[src/rtl/cp0_ctrl.sv]
// Coprocessor-0 control: BadVAddr/Count/Compare/Status/Cause/EPC, interrupt request, flush and redirect.
// Optional timer (Count/Compare/TI and prescaler) is built only when CP0_TIMER_EN is defined.
module cp0_ctrl #(
    parameter int          NUM_HW_INT = 6,
    parameter int          COUNT_DIV  = 2,
    parameter logic [31:0] INT_VECTOR = 32'h0000_0040,
    parameter logic [31:0] EXC_VECTOR = 32'h0000_0100
) (
    input  logic                  clk,
    input  logic                  rst_n,
    input  logic                  we,
    input  logic [4:0]            waddr,
    input  logic [31:0]           wdata,
    input  logic                  re,
    input  logic [4:0]            raddr,
    output logic [31:0]           data_o,
    input  logic [NUM_HW_INT-1:0] int_i,
    input  logic [31:0]           pc_i,
    input  logic                  in_delay_i,
    input  logic [4:0]            exccode_i,
    input  logic [31:0]           badaddr_i,
    output logic                  int_req_o,
    output logic                  flush,
    output logic                  flush_im,
    output logic [31:0]           cp0_excaddr,
    output logic [31:0]           status_o,
    output logic [31:0]           cause_o,
    output logic [31:0]           epc_o
);
    localparam logic [4:0] EXC_NONE = 5'h10;
    localparam logic [4:0] EXC_ERET = 5'h11;

    logic [31:0] r_badvaddr, r_status, r_epc, r_excaddr;
    logic [5:0]  r_ip_hw;
    logic [1:0]  r_ip_sw;
    logic        r_bd;
    logic [4:0]  r_exccode;
    logic        r_flush_im;
    logic [31:0] w_count, w_compare, w_cause, w_excaddr_nxt;
    logic        w_ti, w_exc, w_eret, w_wr;
    logic [5:0]  w_int_pad;

    assign w_exc     = (exccode_i != EXC_NONE) && (exccode_i != EXC_ERET);
    assign w_eret    = (exccode_i == EXC_ERET);
    // An exception in the same cycle swallows the mtc0.
    assign w_wr      = we & ~w_exc;
    assign w_int_pad = 6'(int_i);

`ifdef CP0_TIMER_EN
    localparam int            PW        = (COUNT_DIV > 1) ? $clog2(COUNT_DIV) : 1;
    localparam logic [PW-1:0] PRESC_MAX = PW'(COUNT_DIV - 1);

    logic [PW-1:0] r_presc;
    logic [31:0]   r_count, r_compare;
    logic          r_ti;
    logic          w_tick, w_count_wr, w_cmp_wr;
    logic [31:0]   w_count_inc;

    assign w_tick      = (r_presc == PRESC_MAX);
    assign w_count_inc = r_count + 32'd1;
    assign w_count_wr  = w_wr & (waddr == 5'd9);
    assign w_cmp_wr    = w_wr & (waddr == 5'd11);

    // Prescaler, Count, Compare and the timer interrupt flag (Compare write beats a same-cycle match).
    always_ff @(posedge clk or negedge rst_n) begin
        if (!rst_n) begin
            r_presc   <= '0;
            r_count   <= 32'd0;
            r_compare <= 32'd0;
            r_ti      <= 1'b0;
        end else begin
            if (w_count_wr) begin
                r_count <= wdata;
                r_presc <= '0;
            end else begin
                r_presc <= w_tick ? '0 : r_presc + PW'(1);
                if (w_tick) r_count <= w_count_inc;
            end
            if (w_cmp_wr) begin
                r_compare <= wdata;
                r_ti      <= 1'b0;
            end else if (w_tick && !w_count_wr && (w_count_inc == r_compare)) begin
                r_ti <= 1'b1;
            end
        end
    end

    assign w_count   = r_count;
    assign w_compare = r_compare;
    assign w_ti      = r_ti;
`else
    assign w_count   = 32'd0;
    assign w_compare = 32'd0;
    assign w_ti      = 1'b0;
`endif

    assign w_cause = {r_bd, w_ti, 14'd0, r_ip_hw[5] | w_ti, r_ip_hw[4:0], r_ip_sw,
                      1'b0, r_exccode, 2'b00};

    // Redirect target to be registered alongside the flush.
    always_comb begin
        w_excaddr_nxt = 32'd0;
        if (exccode_i == 5'h00) begin
            w_excaddr_nxt = INT_VECTOR;
        end else if (w_eret) begin
            w_excaddr_nxt = (we && (waddr == 5'd14)) ? wdata : r_epc;
        end else if (w_exc) begin
            w_excaddr_nxt = EXC_VECTOR;
        end else begin
            w_excaddr_nxt = 32'd0;
        end
    end

    // Architectural state: mtc0 writes, exception entry and eret.
    always_ff @(posedge clk or negedge rst_n) begin
        if (!rst_n) begin
            r_badvaddr <= 32'd0;
            r_status   <= 32'h1000_0000;
            r_epc      <= 32'd0;
            r_excaddr  <= 32'd0;
            r_ip_hw    <= 6'd0;
            r_ip_sw    <= 2'd0;
            r_bd       <= 1'b0;
            r_exccode  <= 5'd0;
            r_flush_im <= 1'b0;
        end else begin
            r_ip_hw    <= w_int_pad;
            r_flush_im <= (exccode_i != EXC_NONE);
            r_excaddr  <= w_excaddr_nxt;
            if (w_wr) begin
                case (waddr)
                    5'd12:   r_status <= wdata;
                    5'd13:   r_ip_sw  <= wdata[9:8];
                    5'd14:   r_epc    <= wdata;
                    default: ;
                endcase
            end
            if (w_exc) begin
                if (!r_status[1]) begin
                    r_epc <= in_delay_i ? pc_i - 32'd4 : pc_i;
                    r_bd  <= in_delay_i;
                end
                r_status[1] <= 1'b1;
                r_exccode   <= exccode_i;
                if ((exccode_i == 5'h04) || (exccode_i == 5'h05)) r_badvaddr <= badaddr_i;
            end else if (w_eret) begin
                // Placed after the mtc0 so eret still clears EXL over a Status write.
                r_status[1] <= 1'b0;
            end
        end
    end

    // mfc0 read mux.
    always_comb begin
        data_o = 32'd0;
        if (rst_n && re) begin
            case (raddr)
                5'd8:    data_o = r_badvaddr;
                5'd9:    data_o = w_count;
                5'd11:   data_o = w_compare;
                5'd12:   data_o = r_status;
                5'd13:   data_o = w_cause;
                5'd14:   data_o = r_epc;
                default: data_o = 32'd0;
            endcase
        end else begin
            data_o = 32'd0;
        end
    end

    assign int_req_o   = r_status[0] & ~r_status[1] & (|(r_status[15:8] & w_cause[15:8]));
    assign flush       = rst_n & (exccode_i != EXC_NONE);
    assign flush_im    = r_flush_im;
    assign cp0_excaddr = r_excaddr;
    assign status_o    = r_status;
    assign cause_o     = w_cause;
    assign epc_o       = r_epc;
endmodule

[config.mk]
export PLATFORM = sky130hd
export DESIGN_NAME = cp0_ctrl
export DESIGN_NICKNAME = d
export VERILOG_FILES = /design/src/rtl/cp0_ctrl.sv
export SDC_FILE = /design/constraint.sdc
export NUM_CORES = 1
export LEC_CHECK = 0
export CAP_MARGIN = 20
export CORE_ASPECT_RATIO = 1.25
export CORE_MARGIN = 10
export CORE_UTILIZATION = 45
export CTS_BUF_LIST = sky130_fd_sc_hd__clkbuf_4 sky130_fd_sc_hd__clkbuf_8
export DETAILED_ROUTE_END_ITERATION = 10
export GPL_ROUTABILITY_DRIVEN = 0
export PLACE_DENSITY = 0.91
export SYNTH_ARGS = -nofsm -noshare
export SYNTH_HDL_FRONTEND = slang
export SYNTH_SLANG_ARGS = --single-unit
[constraint.sdc]
create_clock -name clk -period 7.8 [get_ports clk]
set_input_delay 2.34 -clock clk [delete_from_list [all_inputs] [get_ports clk]]
set_output_delay 2.34 -clock clk [all_outputs]
set_load 0.02 [all_outputs]
==> results.txt <==
The width of the chip is 131 um. TritonCTS built the clock tree. The worst hold path belongs to the class flip-flop to flip-flop.

The total power is 1.98 mW. The number of DRC markers in iteration 0 came out at 718. The critical path is of the input port to output pin type. The number of antenna-violating nets in the routed design came out at 0. The setup slack after layout is 708 ps. The startpoint identified for the worst hold timing path is r_exccode[0].

STA puts the critical path data required time at 5460 ps. The share of power burned in registers is 46.2%. The initial antenna violation count is 0. CTS built an H-tree with a depth of 4. The area growth from synthesis to layout is 47.3%. In the routed design, unresolved DRC markers number 0. The power per standard cell area is 194 nW/um^2. The final route contains 6733 vias. The number of I/O port buffers is 266.

The core utilization of the finished layout came out at 67.9%. Timing would allow up to 0.141 GHz. The core area came out at 15100 um^2.

The average detailed-routed wire length per instance came out at 24.3 um. The number of diodes came out at 0. The number of buffers added to fix hold violations after cts came out at 0. The max-slew violation total from the final report came out at 0.

In the final timing run, aggregate negative setup slack is 0 ps. The worst setup path is captured at an output pin. The total grt overflow came out at 0.

After filler insertion, the fill cell instance count of the layout stands at 1119. The worst path in the final design needs a cycle of 7090 ps, including I/O delays and setup. The worst-path maximum fanout came out at 17. The switching share of total power is 29.5%. The number of setup violations in the final report is 0. Tracing the worst setup path back leads to its startpoint at raddr[3]. The detailed-placement wirelength estimate is 20100 um.

The ratio of final minimum period to clock period is 90.9%. STA classifies the critical path startpoint as an input port. The clock network power share is 32.4%.

The leakage power is 4.13 nW. The number of placed I/O pins came out at 285. The unique cell type count in the Yosys netlist is 56. The floorplan die area came out at 20800 um^2. The endpoint arrival time on the critical path came out at 4750 ps.

The tree is rooted in a sky130_fd_sc_hd__clkbuf_8. The CTS clock-pin slew for the worst setup and hold paths came out at 70 ps. Before antenna repair, the detailed router went through 8 iterations.

The cell type contributing the most total cell area after synthesis is sky130_fd_sc_hd__dfrtp_1. The cell count after synthesis is 655. The post-synth design cell area came out at 6950 um^2. The chip height came out at 159 um. Gates resized during post-CTS repair numbered 0.

The per-instance average area after synthesis is 10.6 um^2. Sequential cells were found to cover 51.5% of the synthesized design area. The clock sink total is 143.

The number of synthesis warnings came out at 0. Across the VDD grid, the largest voltage drop is 0.126 mV. The net switching power came out at 0.585 mW.

The worst slack at placement is 765 ps. The row count came out at 50. Setup repair after global routing left no endpoint under its margin. After synthesis the netlist holds a flip-flop and latch count of 143. The internal portion of the total power is 1.40 mW.

The flow ran to the end, and the final reports show no timing, DRC or antenna violations. The total clock buffers created by CTS is 17. The max-capacitance violation count came out at 0. The clock tree skew after final layout is 10.8 ps. The normalized max-slew margin is 33.1%.

The number of synthesized flops with an enable pin is 0. The clock latency on the worst-skew pair is 450 ps. The fraction of power consumed by combinational cells is 21.5%.

After synthesis, the cell types taking the most area are sky130_fd_sc_hd__dfrtp_1 51%, sky130_fd_sc_hd__mux2_2 11%, sky130_fd_sc_hd__nand2_1 4.7%, sky130_fd_sc_hd__a22oi_1 4.6%, sky130_fd_sc_hd__a21oi_1 4.0%. The launching point of the worst reg2reg path is status_o[1]. The final number of hold-violating endpoints came to 0. The first global-routing pass estimated 41400 um of wire. The number of nets at the end of the flow came out at 1039. Of all flip-flops after synthesis, the portion carrying an async set or reset was 100%. The layout cell share with drive strength beyond 1 came out at 15.2%. The cell area reported after detailed placement is 9800 um^2.

The overall routing resource usage came out at 25.3%. The number of global-route vias before repair came to 7021. The pin count of the biggest net entering global routing came out at 77.

The buffer depth of the longest clock path came out at 2. For the pin with the worst max-slew slack, the measured transition is 1000 ps. After synthesis, the largest area contributor takes up 51.1% of total cell area. Buffers added to address setup during post-CTS repair amount to 0. The average vias per placed instance came out at 5.93. The starting density of the core came out at 46.1%. Summing all non-filler instances in the final layout gives an area of 10200 um^2. The total wire length is 27600 um. For this run, the leading register cell type out of synthesis is sky130_fd_sc_hd__dfrtp_1.
==> layout by cell type, fill, tap and decap left out, types with 3 or more instances in the layout <==
| master | count |
|---|---|
| sky130_fd_sc_hd__o21ai_0 | 13 |
| sky130_fd_sc_hd__a21o_1 | 3 |
| sky130_fd_sc_hd__xnor2_1 | 17 |
| sky130_fd_sc_hd__dfrtp_1 | 142 |
| sky130_fd_sc_hd__or3_1 | 11 |
| sky130_fd_sc_hd__a21oi_1 | 55 |
| sky130_fd_sc_hd__nor3_1 | 10 |
| sky130_fd_sc_hd__nor4b_2 | 3 |
| sky130_fd_sc_hd__nor2_1 | 35 |
| sky130_fd_sc_hd__clkdlybuf4s50_1 | 265 |
| sky130_fd_sc_hd__clkbuf_8 | 21 |
| sky130_fd_sc_hd__inv_1 | 4 |
| sky130_fd_sc_hd__xor2_1 | 11 |
| sky130_fd_sc_hd__buf_4 | 21 |
| sky130_fd_sc_hd__clkinvlp_4 | 3 |
| sky130_fd_sc_hd__a222oi_1 | 18 |
| sky130_fd_sc_hd__bufinv_16 | 3 |
| sky130_fd_sc_hd__nand2b_1 | 3 |
| sky130_fd_sc_hd__nor4_1 | 7 |
| sky130_fd_sc_hd__conb_1 | 18 |
| sky130_fd_sc_hd__nand3_1 | 6 |
| sky130_fd_sc_hd__nand2_1 | 87 |
| sky130_fd_sc_hd__o22ai_1 | 11 |
| sky130_fd_sc_hd__a22oi_1 | 43 |
| sky130_fd_sc_hd__mux2_2 | 70 |
| sky130_fd_sc_hd__a31oi_1 | 3 |
==> path summary, 6_finish.rpt <==
check,end,slack (ps),depth (start not counted)
worst max-delay path,data_o[12],710,8
worst min-delay path,r_exccode[0],520,2
worst max register to register,epc_o[30],5810,5
worst min register to register,r_exccode[0],520,2
max in group asynchronous,cp0_excaddr[28],4160,3
min in group asynchronous,r_badvaddr[6],2140,2
==> sequential cells by signal, summed over array words and instances, names as in the netlist <==
signal	cells
cp0_excaddr	32
status_o	32
r_ip_hw	6
r_bd	1
r_exccode	5
r_ip_sw	2
epc_o	32
flush_im	1
r_badvaddr	32
==> logic make-up (layout without fill, tap and decap cells) <==
| family | count (synthesis) | in the layout | synth area share (%) |
|---|---|---|---|
| other | 1 | 18 | 0.0540 |
| buffers and inverters | 67 | 323 | 4.90 |
| adders and majority gates | 2 | 2 | 0.324 |
| AOI/OAI and AO/OA | 156 | 156 | 14.9 |
| xor gates and xnor gates | 28 | 28 | 3.53 |
| and+or+nand+nor | 187 | 187 | 13.3 |
| muxes | 71 | 71 | 11.5 |
| DFF | 143 | 143 | 51.5 |
==> stage by stage <==
step	std cells	hold slack [ps]
2_1_floorplan	672	470
5_1_grt	1136	532
3_3_place_gp	1104	487
3_5_place_dp	1104	493
6_report	1136	516
4_1_cts	1135	513
==> power groups by stage <==
stage	Clock [mW]	Combinational, mW	Sequential (mW)
CTS	0.652	0.428	0.913
floorplan	0	0.140	0.959
detailed placement	0	0.424	0.926
global placement	0	0.413	0.922
finish	0.642	0.426	0.915
global route	0.682	0.455	0.924
==> area by class of cell <==
cell class	count	area (um^2)	area share, %
multi-input combinational	462	3120	30.5
timing repair buffer	288	2830	27.7
clock inverter	9	131	1.28
clock buffer	22	297	2.90
sequential	143	3580	35.0
inverter	4	15.0	0.147
tap	208	260	2.54
==> synth_stat cells, drive strengths merged, types with 4 or more instances <==
| library cell | count |
|---|---|
| clkbuf | 35 |
| nand2 | 87 |
| xnor2 | 17 |
| xor2 | 11 |
| a21oi | 55 |
| o21ai | 15 |
| inv | 4 |
| a222oi | 18 |
| dfrtp | 142 |
| a22oi | 43 |
| buf | 28 |
| o22ai | 11 |
| mux2 | 70 |
| nor3 | 11 |
| nor2 | 36 |
| nand3 | 6 |
| or3 | 12 |
| nor4 | 10 |
==> layer usage <==
metal / up-vias / routed length [um] / global-route usage [%]
met5: - / 0 / 0
li1: 2880 / - / -
met1: 3314 / 10100 / 28.4
met4: 0 / 1320 / 13.7
met2: 439 / 13400 / 41.8
met3: 100 / 2640 / 8.29
==> worst max-delay path: stages <==
cell                              delay (ps)
sky130_fd_sc_hd__clkdlybuf4s50_1         440
sky130_fd_sc_hd__nor2b_1                 270
sky130_fd_sc_hd__nand2_1                 190
sky130_fd_sc_hd__nor3b_2                 250
sky130_fd_sc_hd__buf_4                   290
sky130_fd_sc_hd__a22oi_1                 120
sky130_fd_sc_hd__a21oi_1                 190
sky130_fd_sc_hd__clkdlybuf4s50_1         650
Power figures use the tool's default switching activity.
